==> src/rtl/periph_bus_pkg.sv <==
// Shared definitions for the two-requester peripheral bus arbiter:
// access encodings, FSM state type, error data pattern and helpers.
package periph_bus_pkg;

    localparam logic [1:0] ACC_IDLE = 2'b11;
    localparam logic [1:0] ACC_WORD = 2'b10;
    localparam logic [1:0] ACC_HALF = 2'b01;
    localparam logic [1:0] ACC_BYTE = 2'b00;

    localparam logic [31:0] ERR_DATA = 32'hFFFF_FFFF;

    typedef enum logic [1:0] {
        ST_IDLE = 2'd0,
        ST_BUSY = 2'd1,
        ST_DONE = 2'd2
    } state_t;

    function automatic logic acc_active(
        input logic [1:0] write_n,
        input logic [1:0] read_n
    );
        return (write_n != ACC_IDLE) || (read_n != ACC_IDLE);
    endfunction

endpackage

==> src/rtl/periph_rr_arb.sv <==
// Two-way round-robin grant. Ports: req[1:0] active requests, last_grant
// (0=m0, 1=m1), grant (winner index), grant_valid (any request active).
module periph_rr_arb (
    input  logic [1:0] req,
    input  logic       last_grant,
    output logic       grant,
    output logic       grant_valid
);

    assign grant_valid = |req;

    always_comb begin
        grant = 1'b0;
        case (req)
            2'b11:   grant = ~last_grant;
            2'b10:   grant = 1'b1;
            default: grant = 1'b0;
        endcase
    end

endmodule

==> src/rtl/periph_bus_arb.sv <==
// Arbitrates two requesters (m0/m1) onto one peripheral bus with a
// IDLE/BUSY/DONE handshake, round-robin grant and a BUSY-wait timeout.
// Ports: clk, rst_n (async low); m*_addr/write_n/read_n/data_out request
// inputs; m*_data_ready/m*_data_in completion outputs; p_* shared bus;
// p_ready/p_data_in peripheral response; p_read_complete read-accept
// pulse; timeout_err sticky flag cleared by clr_err.
module periph_bus_arb
    import periph_bus_pkg::*;
#(
    parameter int TIMEOUT_CYCLES = 15,
    parameter int ADDR_W         = 28
) (
    input  logic              clk,
    input  logic              rst_n,
    input  logic [ADDR_W-1:0] m0_addr,
    input  logic [1:0]        m0_write_n,
    input  logic [1:0]        m0_read_n,
    input  logic [31:0]       m0_data_out,
    output logic              m0_data_ready,
    output logic [31:0]       m0_data_in,
    input  logic [ADDR_W-1:0] m1_addr,
    input  logic [1:0]        m1_write_n,
    input  logic [1:0]        m1_read_n,
    input  logic [31:0]       m1_data_out,
    output logic              m1_data_ready,
    output logic [31:0]       m1_data_in,
    output logic [ADDR_W-1:0] p_addr,
    output logic [1:0]        p_write_n,
    output logic [1:0]        p_read_n,
    output logic [31:0]       p_data_out,
    input  logic              p_ready,
    input  logic [31:0]       p_data_in,
    output logic              p_read_complete,
    output logic              timeout_err,
    input  logic              clr_err
);

    localparam int CNT_W = (TIMEOUT_CYCLES < 2) ? 1
                         : $clog2(TIMEOUT_CYCLES + 1);
    // Last BUSY cycle index before the forced error completion.
    localparam logic [CNT_W-1:0] CNT_LAST = CNT_W'(TIMEOUT_CYCLES - 1);

    state_t            state;
    logic              grant_q;
    logic              last_grant_q;
    logic [CNT_W-1:0]  wait_cnt;
    logic [1:0]        data_ready_q;

    logic [1:0]        req;
    logic              arb_grant;
    logic              arb_valid;

    logic [ADDR_W-1:0] sel_addr;
    logic [1:0]        sel_write_n;
    logic [1:0]        sel_read_n;
    logic [31:0]       sel_data;
    logic              sel_active;
    logic              sel_wr;
    logic              busy;
    logic              done_ok;
    logic              timed_out;

    assign req[0] = acc_active(m0_write_n, m0_read_n);
    assign req[1] = acc_active(m1_write_n, m1_read_n);

    periph_rr_arb u_rr_arb (
        .req         (req),
        .last_grant  (last_grant_q),
        .grant       (arb_grant),
        .grant_valid (arb_valid)
    );

    assign sel_addr    = grant_q ? m1_addr     : m0_addr;
    assign sel_write_n = grant_q ? m1_write_n  : m0_write_n;
    assign sel_read_n  = grant_q ? m1_read_n   : m0_read_n;
    assign sel_data    = grant_q ? m1_data_out : m0_data_out;
    assign sel_active  = req[grant_q];
    assign sel_wr      = (sel_write_n != ACC_IDLE);

    assign busy      = (state == ST_BUSY);
    assign done_ok   = busy && sel_active && p_ready;
    assign timed_out = busy && sel_active && !p_ready
                    && (wait_cnt == CNT_LAST);

    // Write has priority, so a simultaneous read is masked off the bus.
    assign p_addr     = busy ? sel_addr : '0;
    assign p_write_n  = busy ? sel_write_n : ACC_IDLE;
    assign p_read_n   = (busy && !sel_wr) ? sel_read_n : ACC_IDLE;
    assign p_data_out = busy ? sel_data : 32'h0;

    assign p_read_complete = done_ok && !sel_wr;

    assign m0_data_ready = data_ready_q[0];
    assign m1_data_ready = data_ready_q[1];

    always_ff @(posedge clk or negedge rst_n) begin
        if (!rst_n) begin
            state        <= ST_IDLE;
            grant_q      <= 1'b0;
            last_grant_q <= 1'b1;
            wait_cnt     <= '0;
            data_ready_q <= 2'b00;
            m0_data_in   <= 32'h0;
            m1_data_in   <= 32'h0;
            timeout_err  <= 1'b0;
        end else begin
            data_ready_q <= 2'b00;
            case (state)
                ST_IDLE: begin
                    if (arb_valid) begin
                        grant_q      <= arb_grant;
                        last_grant_q <= arb_grant;
                        wait_cnt     <= '0;
                        state        <= ST_BUSY;
                    end
                end
                ST_BUSY: begin
                    if (!sel_active) begin
                        // Requester withdrew: abandon silently.
                        state <= ST_IDLE;
                    end else if (p_ready) begin
                        state                 <= ST_DONE;
                        data_ready_q[grant_q] <= 1'b1;
                        if (!sel_wr) begin
                            if (grant_q) m1_data_in <= p_data_in;
                            else         m0_data_in <= p_data_in;
                        end
                    end else if (wait_cnt == CNT_LAST) begin
                        state                 <= ST_DONE;
                        data_ready_q[grant_q] <= 1'b1;
                        if (grant_q) m1_data_in <= ERR_DATA;
                        else         m0_data_in <= ERR_DATA;
                    end else begin
                        wait_cnt <= wait_cnt + CNT_W'(1);
                    end
                end
                ST_DONE: state <= ST_IDLE;
                default: state <= ST_IDLE;
            endcase

            // A new timeout beats a same-cycle clear.
            if (timed_out)    timeout_err <= 1'b1;
            else if (clr_err) timeout_err <= 1'b0;
        end
    end

endmodule
==> config.mk <==
export PLATFORM = sky130hd
export DESIGN_NAME = periph_bus_arb
export DESIGN_NICKNAME = d
export VERILOG_FILES = /design/src/rtl/periph_bus_pkg.sv /design/src/rtl/periph_rr_arb.sv /design/src/rtl/periph_bus_arb.sv
export SDC_FILE = /design/constraint.sdc
export NUM_CORES = 1
export LEC_CHECK = 0
export ABC_AREA = 1
export CAP_MARGIN = 20
export CORE_ASPECT_RATIO = 2
export CORE_MARGIN = 5
export CORE_UTILIZATION = 34
export CTS_BUF_LIST = sky130_fd_sc_hd__clkbuf_8
export CTS_CLUSTER_SIZE = 40
export DETAILED_ROUTE_END_ITERATION = 10
export GPL_ROUTABILITY_DRIVEN = 0
export PLACE_DENSITY = 0.78
export SLEW_MARGIN = 20
export SYNTH_ARGS = -nofsm -noshare
export SYNTH_HDL_FRONTEND = slang
export SYNTH_SLANG_ARGS = --single-unit
==> constraint.sdc <==
create_clock -name clk -period 1.8 [get_ports clk]
set_input_delay 0.18 -clock clk [delete_from_list [all_inputs] [get_ports clk]]
set_output_delay 0.18 -clock clk [all_outputs]
set_load 0.005 [all_outputs]
# Word level (Yosys, flattened, before mapping)
# Cells that the tools add are included.
# word_totals
regBits,75
input_bits,164
output_inout_bits,132
elab_cells,88
# classes
add_sub_neg,1
order_cmp,2
n_eq_ne,15
n_mux,39
bitwise_logic,2
reduce_logical,21
# ops
cell,count
two-way mux 32 bit,12
two-way mux 28 bit,2
two-way mux 2 bit,12
!= test 2 bit (second input constant),10
two-way mux 4 bit,4
AND reduction 5 bit,3
case mux 4 bit (2 select lines),1
logical AND 1 bit,7
nonzero test 2 bit,3
two-way mux 1 bit,5
adder 4 x 1 -> 4 bit (second input constant),1
== test 2 bit (second input constant),2
== test 4 bit (second input constant),1
!= test 4 x 3 -> 1 bit (second input constant),1
case mux 2 bit (2 select lines),1
AND reduction 2 bit,2
== test 2 x 1 -> 1 bit (second input constant),1
zero test 1 bit,2
zero test 2 bit,1
logical OR 1 bit,2
< comparator 1 x 2 -> 1 bit (second input constant),1
inverter 1 bit,2
case mux 1 bit (2 select lines),1
OR reduction 2 bit,1
other kinds (2),2

# Longest topological paths before layout
# logic_depth
depth_word,8
mapped_depth,10
ltp_nobuf,9

# By module
# A second synthesis with hierarchy kept.
# hier_totals
cells_unflattened,617
area_unflattened_um2,4456.8
# modules_own_cells
mod,instances,cells_each,area_each_um2,seq_area_each_um2
periph_bus_arb,1,614,4441.8,1878.1
periph_rr_arb,1,3,15.0,0.0

# Worst setup path after synthesis
# Ideal clock, no wire load.
# synth_path
path_type,register to register
startpoint,register wait_cnt[0]
endpoint,register m0_data_in[0]
setup_ns,0.065
t_arrival_ns,1.371
required_ns,1.735
setup_slack_ns,0.364
path_stages_with_launch,11
path_buffers,2
synth_period_minus_slack_ns,1.436
path_cell_list,dfrtp_1 inv_1 ha_1 nand3_2 nand2_2 inv_2 nor2_2 buf_6 buf_6 nand4_1 nand2_1
# synth_via
elab_chain_cells,3
# synth_rtl
element,line_no,text
from (decl),periph_bus_arb.sv:46,logic [CNT_W-1:0] wait_cnt;
from (signal assigned),periph_bus_arb.sv:134,wait_cnt <= wait_cnt + CNT_W'(1);
== test 4 bit,periph_bus_arb.sv:128,end else if (wait_cnt == CNT_LAST) begin
nonzero test 2 bit (no source line),-,
AND reduction 5 bit (no source line),-,
to (signal assigned),periph_bus_arb.sv:126,else m0_data_in <= p_data_in;
to (decl),periph_bus_arb.sv:20,"output logic [31:0] m0_data_in,"
# No other way between the ends.
# A chain may end at the register's enable or synchronous reset.

# Worst setup path after layout
# layout_path
startpoint,register state[1]
endpoint,output p_addr[17]
# layout_via
elab_chain_cells,2
# layout_rtl
element,line_no,text
from (decl),periph_bus_arb.sv:43,state_t state;
from (signal assigned),periph_bus_arb.sv:98,state <= ST_IDLE;
from (signal assigned),periph_bus_arb.sv:114,state <= ST_BUSY;
from (signal assigned),periph_bus_arb.sv:120,state <= ST_IDLE;
== test 2 x 1 -> 1 bit,periph_bus_arb.sv:80,assign busy = (state == ST_BUSY);
two-way mux 28 bit,periph_bus_arb.sv:86,assign p_addr = busy ? sel_addr : '0;
to (decl),periph_bus_arb.sv:27,"output logic [ADDR_W-1:0] p_addr,"
# No other way between the ends.

==> impl_metrics.tcl <==
set metrics [dict create \
    status "finished, violations left" \
    violations "setup timing" \
    final-max-slew-violation-count 0 \
    wl_per_cell_um 23.6 \
    std_cell_rows 58 \
    period_share 1.11 \
    required_ns 1.62 \
    ys_seq_elements 75 \
    worst_pin_slew_ns 0.363 \
    async_reset_ff_frac 1.00 \
    r2r_start "state[1]" \
    start_kind "register" \
    hold_viol 0 \
    vias 5405 \
    leakagePower_nw 3.81 \
    cts_root_buf "clkbuf_8" \
    coreArea_mm2 0.0126 \
    antenna_found_initial 2 \
    final_util 0.640 \
    critPathArrivalTime_ns 1.83 \
    whs_ns 0.275 \
    clk_pin_slew_ns 0.08 \
    dp_hpwl_um 16900 \
    synth_top_flop_cell "dfrtp_1" \
    worst_slack_ns -0.205 \
    die_x_um 89.7 \
    synth_seq_area_share 0.435 \
    place_ws_ns -0.103 \
    cts_htree_levels 3 \
    finalSetupTns_ns -9.37 \
    grt_pass1_vias 5403 \
    synth_cell_types 33 \
    ir_worst_vdd_mv 1.03 \
    cts_max_path_buffers 2 \
    start_util 0.344 \
    dr.pass1.iters 4 \
    via_per_inst 5.49 \
    max_slew_margin 0.758 \
    ios 296 \
    synthesis.nets 658 \
    timing.rr.end "wait_cnt[0]" \
    syn_avg_cell_area_um2 8.77 \
    path_max_fanout 32 \
    drt_iter0_markers 386 \
    critPathCaptureType "output port" \
    dieArea_mm2 0.0152 \
    hold_path.class "in2async" \
    drcViolationCount 0 \
    rsz0062_at_grt "yes" \
    netlist_area_mm2 0.00431 \
    io_buffers 295 \
    fill_cells 1038 \
    clock_skew_ns 0.00952 \
    wl_um 23200 \
    rrSetupSlack_ns 0.04 \
    synth_edf_count 0 \
    drv_cap 0 \
    p_per_area_mw_per_mm2 1580 \
    postSynthCellCount 492 \
    r2r_cells 10 \
    cts_tree "done" \
    area_growth_pct 86.3 \
    grt_overflow 0 \
    grt_usage 0.291 \
    die_h_um 169 \
    cts.sinks 75 \
    ant_nets 0 \
    grt_first_pass_wirelength_um 32100 \
    yosysWarnings 0 \
    grt_max_degree 53 \
    drive_gt1_frac 0.236 \
    clock_latency_ns 0.35 \
    period_needed_ns 2.01 \
    finalNetCount 994 \
    crit_path_start "state[1]" \
    fmaxAchievable_ghz 0.499 \
    numCtsBuffers 9 \
    finalSetupViolCount 62 \
    path_class "reg2out" \
]
-- cells by family after synthesis --
kind of cell / after synthesis / synth area share
buffers and inverters: 53 / 0.0867
and+or+nand+nor: 295 / 0.340
xor gates and xnor gates: 2 / 0.00406
AOI/OAI and AO/OA: 65 / 0.128
adders and majority gates: 2 / 0.00580
DFF: 75 / 0.435
-- worst max-delay path by stage --
stage / slack, ns / end / cells after the start
2_1_floorplan: 0.36 / m0_data_in[0] / 10
3_3_place_gp: -0.08 / p_addr[17] / 5
3_5_place_dp: -0.10 / p_addr[17] / 6
4_1_cts: -0.24 / p_addr[19] / 10
5_1_grt: -0.28 / p_data_out[2] / 8
6_report: -0.21 / p_addr[17] / 7
-- cells in the mapped netlist, types with 2 or more instances --
cell type / instances / area share
or2_2: 15 / 0.022
nor3_1: 3 / 0.0035
ha_1: 2 / 0.0058
nand2_2: 5 / 0.0073
buf_6: 15 / 0.039
or2_1: 17 / 0.025
buf_2: 17 / 0.020
o21ai_1: 3 / 0.0035
nand3_1: 14 / 0.016
inv_1: 4 / 0.0035
nor2_8: 2 / 0.0093
nor2_1: 10 / 0.0087
inv_2: 3 / 0.0026
a22o_1: 60 / 0.12
nand2_1: 158 / 0.14
clkbuf_1: 3 / 0.0026
buf_4: 9 / 0.016
nand4_1: 64 / 0.093
dfrtp_1: 74 / 0.43
-- layer usage --
metal  vias up  global-route usage  share of wire  routed length (um)
met1      2565               0.364           0.37                8500
li1       2403                   -              -                   -
met2       387               0.476           0.48               11300
met5         -                   0              0                   0
met3        50              0.0719           0.11                2670
met4         0               0.109          0.036                 826
-- report_power, final --
group          internal, mW  total (mW)  leakage (nW)  switching, mW
clock                 0.778        1.44         0.111          0.666
combinational          4.49        8.16          2.78           3.67
sequential             2.50        3.06         0.914          0.560
-- cell usage in the layout (no fill, tap or decap), types with 5 or more instances in the layout --
master           Yosys  routed
clkdlybuf4s50_1      0     229
nand2_1            158     155
dfrtp_1             74      72
nand4_1             64      64
buf_2               17      61
a22o_1              60      60
buf_4                9      41
or2_1               17      17
buf_12               0      16
or2_2               15      15
nand3_1             14      12
nor2_1              10       9
clkbuf_8             0       9
buf_6               15       8
nand2_2              5       7
buf_16               0       5
-- cell type report --
| cell class | count | area, um2 | share of cell area |
|---|---|---|---|
| tap | 150 | 188 | 0.0234 |
| multi-input combinational | 364 | 2120 | 0.264 |
| antenna | 2 | 5.00 | 0.000623 |
| clock buffer | 9 | 124 | 0.0154 |
| clock inverter | 7 | 93.8 | 0.0117 |
| sequential | 75 | 1880 | 0.234 |
| inverter | 9 | 43.8 | 0.00545 |
| timing repair buffer | 369 | 3580 | 0.446 |
-- registers in the layout, summed over array words and instances (netlist names) --
name / flops
m0_data_in: 32
grant_q: 1
timeout_err: 1
state: 2
last_grant_q: 1
data_ready_q: 2
m1_data_in: 32
wait_cnt: 4
-- worst max-delay path, stage by stage, from the launching register on --
cell,delay (ns)
dfrtp_2,0.46
nor2_8,0.14
clkinv_4,0.07
buf_6,0.13
nor2_8,0.14
buf_12,0.20
a22o_1,0.20
buf_2,0.12
-- through the flow --
stage / total power, mW / std cells / cell area, um2
2_1_floorplan: 6.02 / 492 / 4310
3_3_place_gp: 10.3 / 934 / 7560
3_5_place_dp: 10.5 / 934 / 7560
4_1_cts: 12.6 / 977 / 7970
5_1_grt: 13.4 / 985 / 8040
6_report: 12.7 / 985 / 8040
-- what timing repair did --
action | in CTS | in global routing
endpoints found under the hold margin | 24 | 0
gates resized for setup | 282 | 13
hold buffers | 1 | 0
cloned | 8 | 2
pin swaps | 34 | 10
setup buffers | 21 | 8
setup endpoints to repair | 88 | 69
Note: power is estimated with default switching activity, not from simulation.
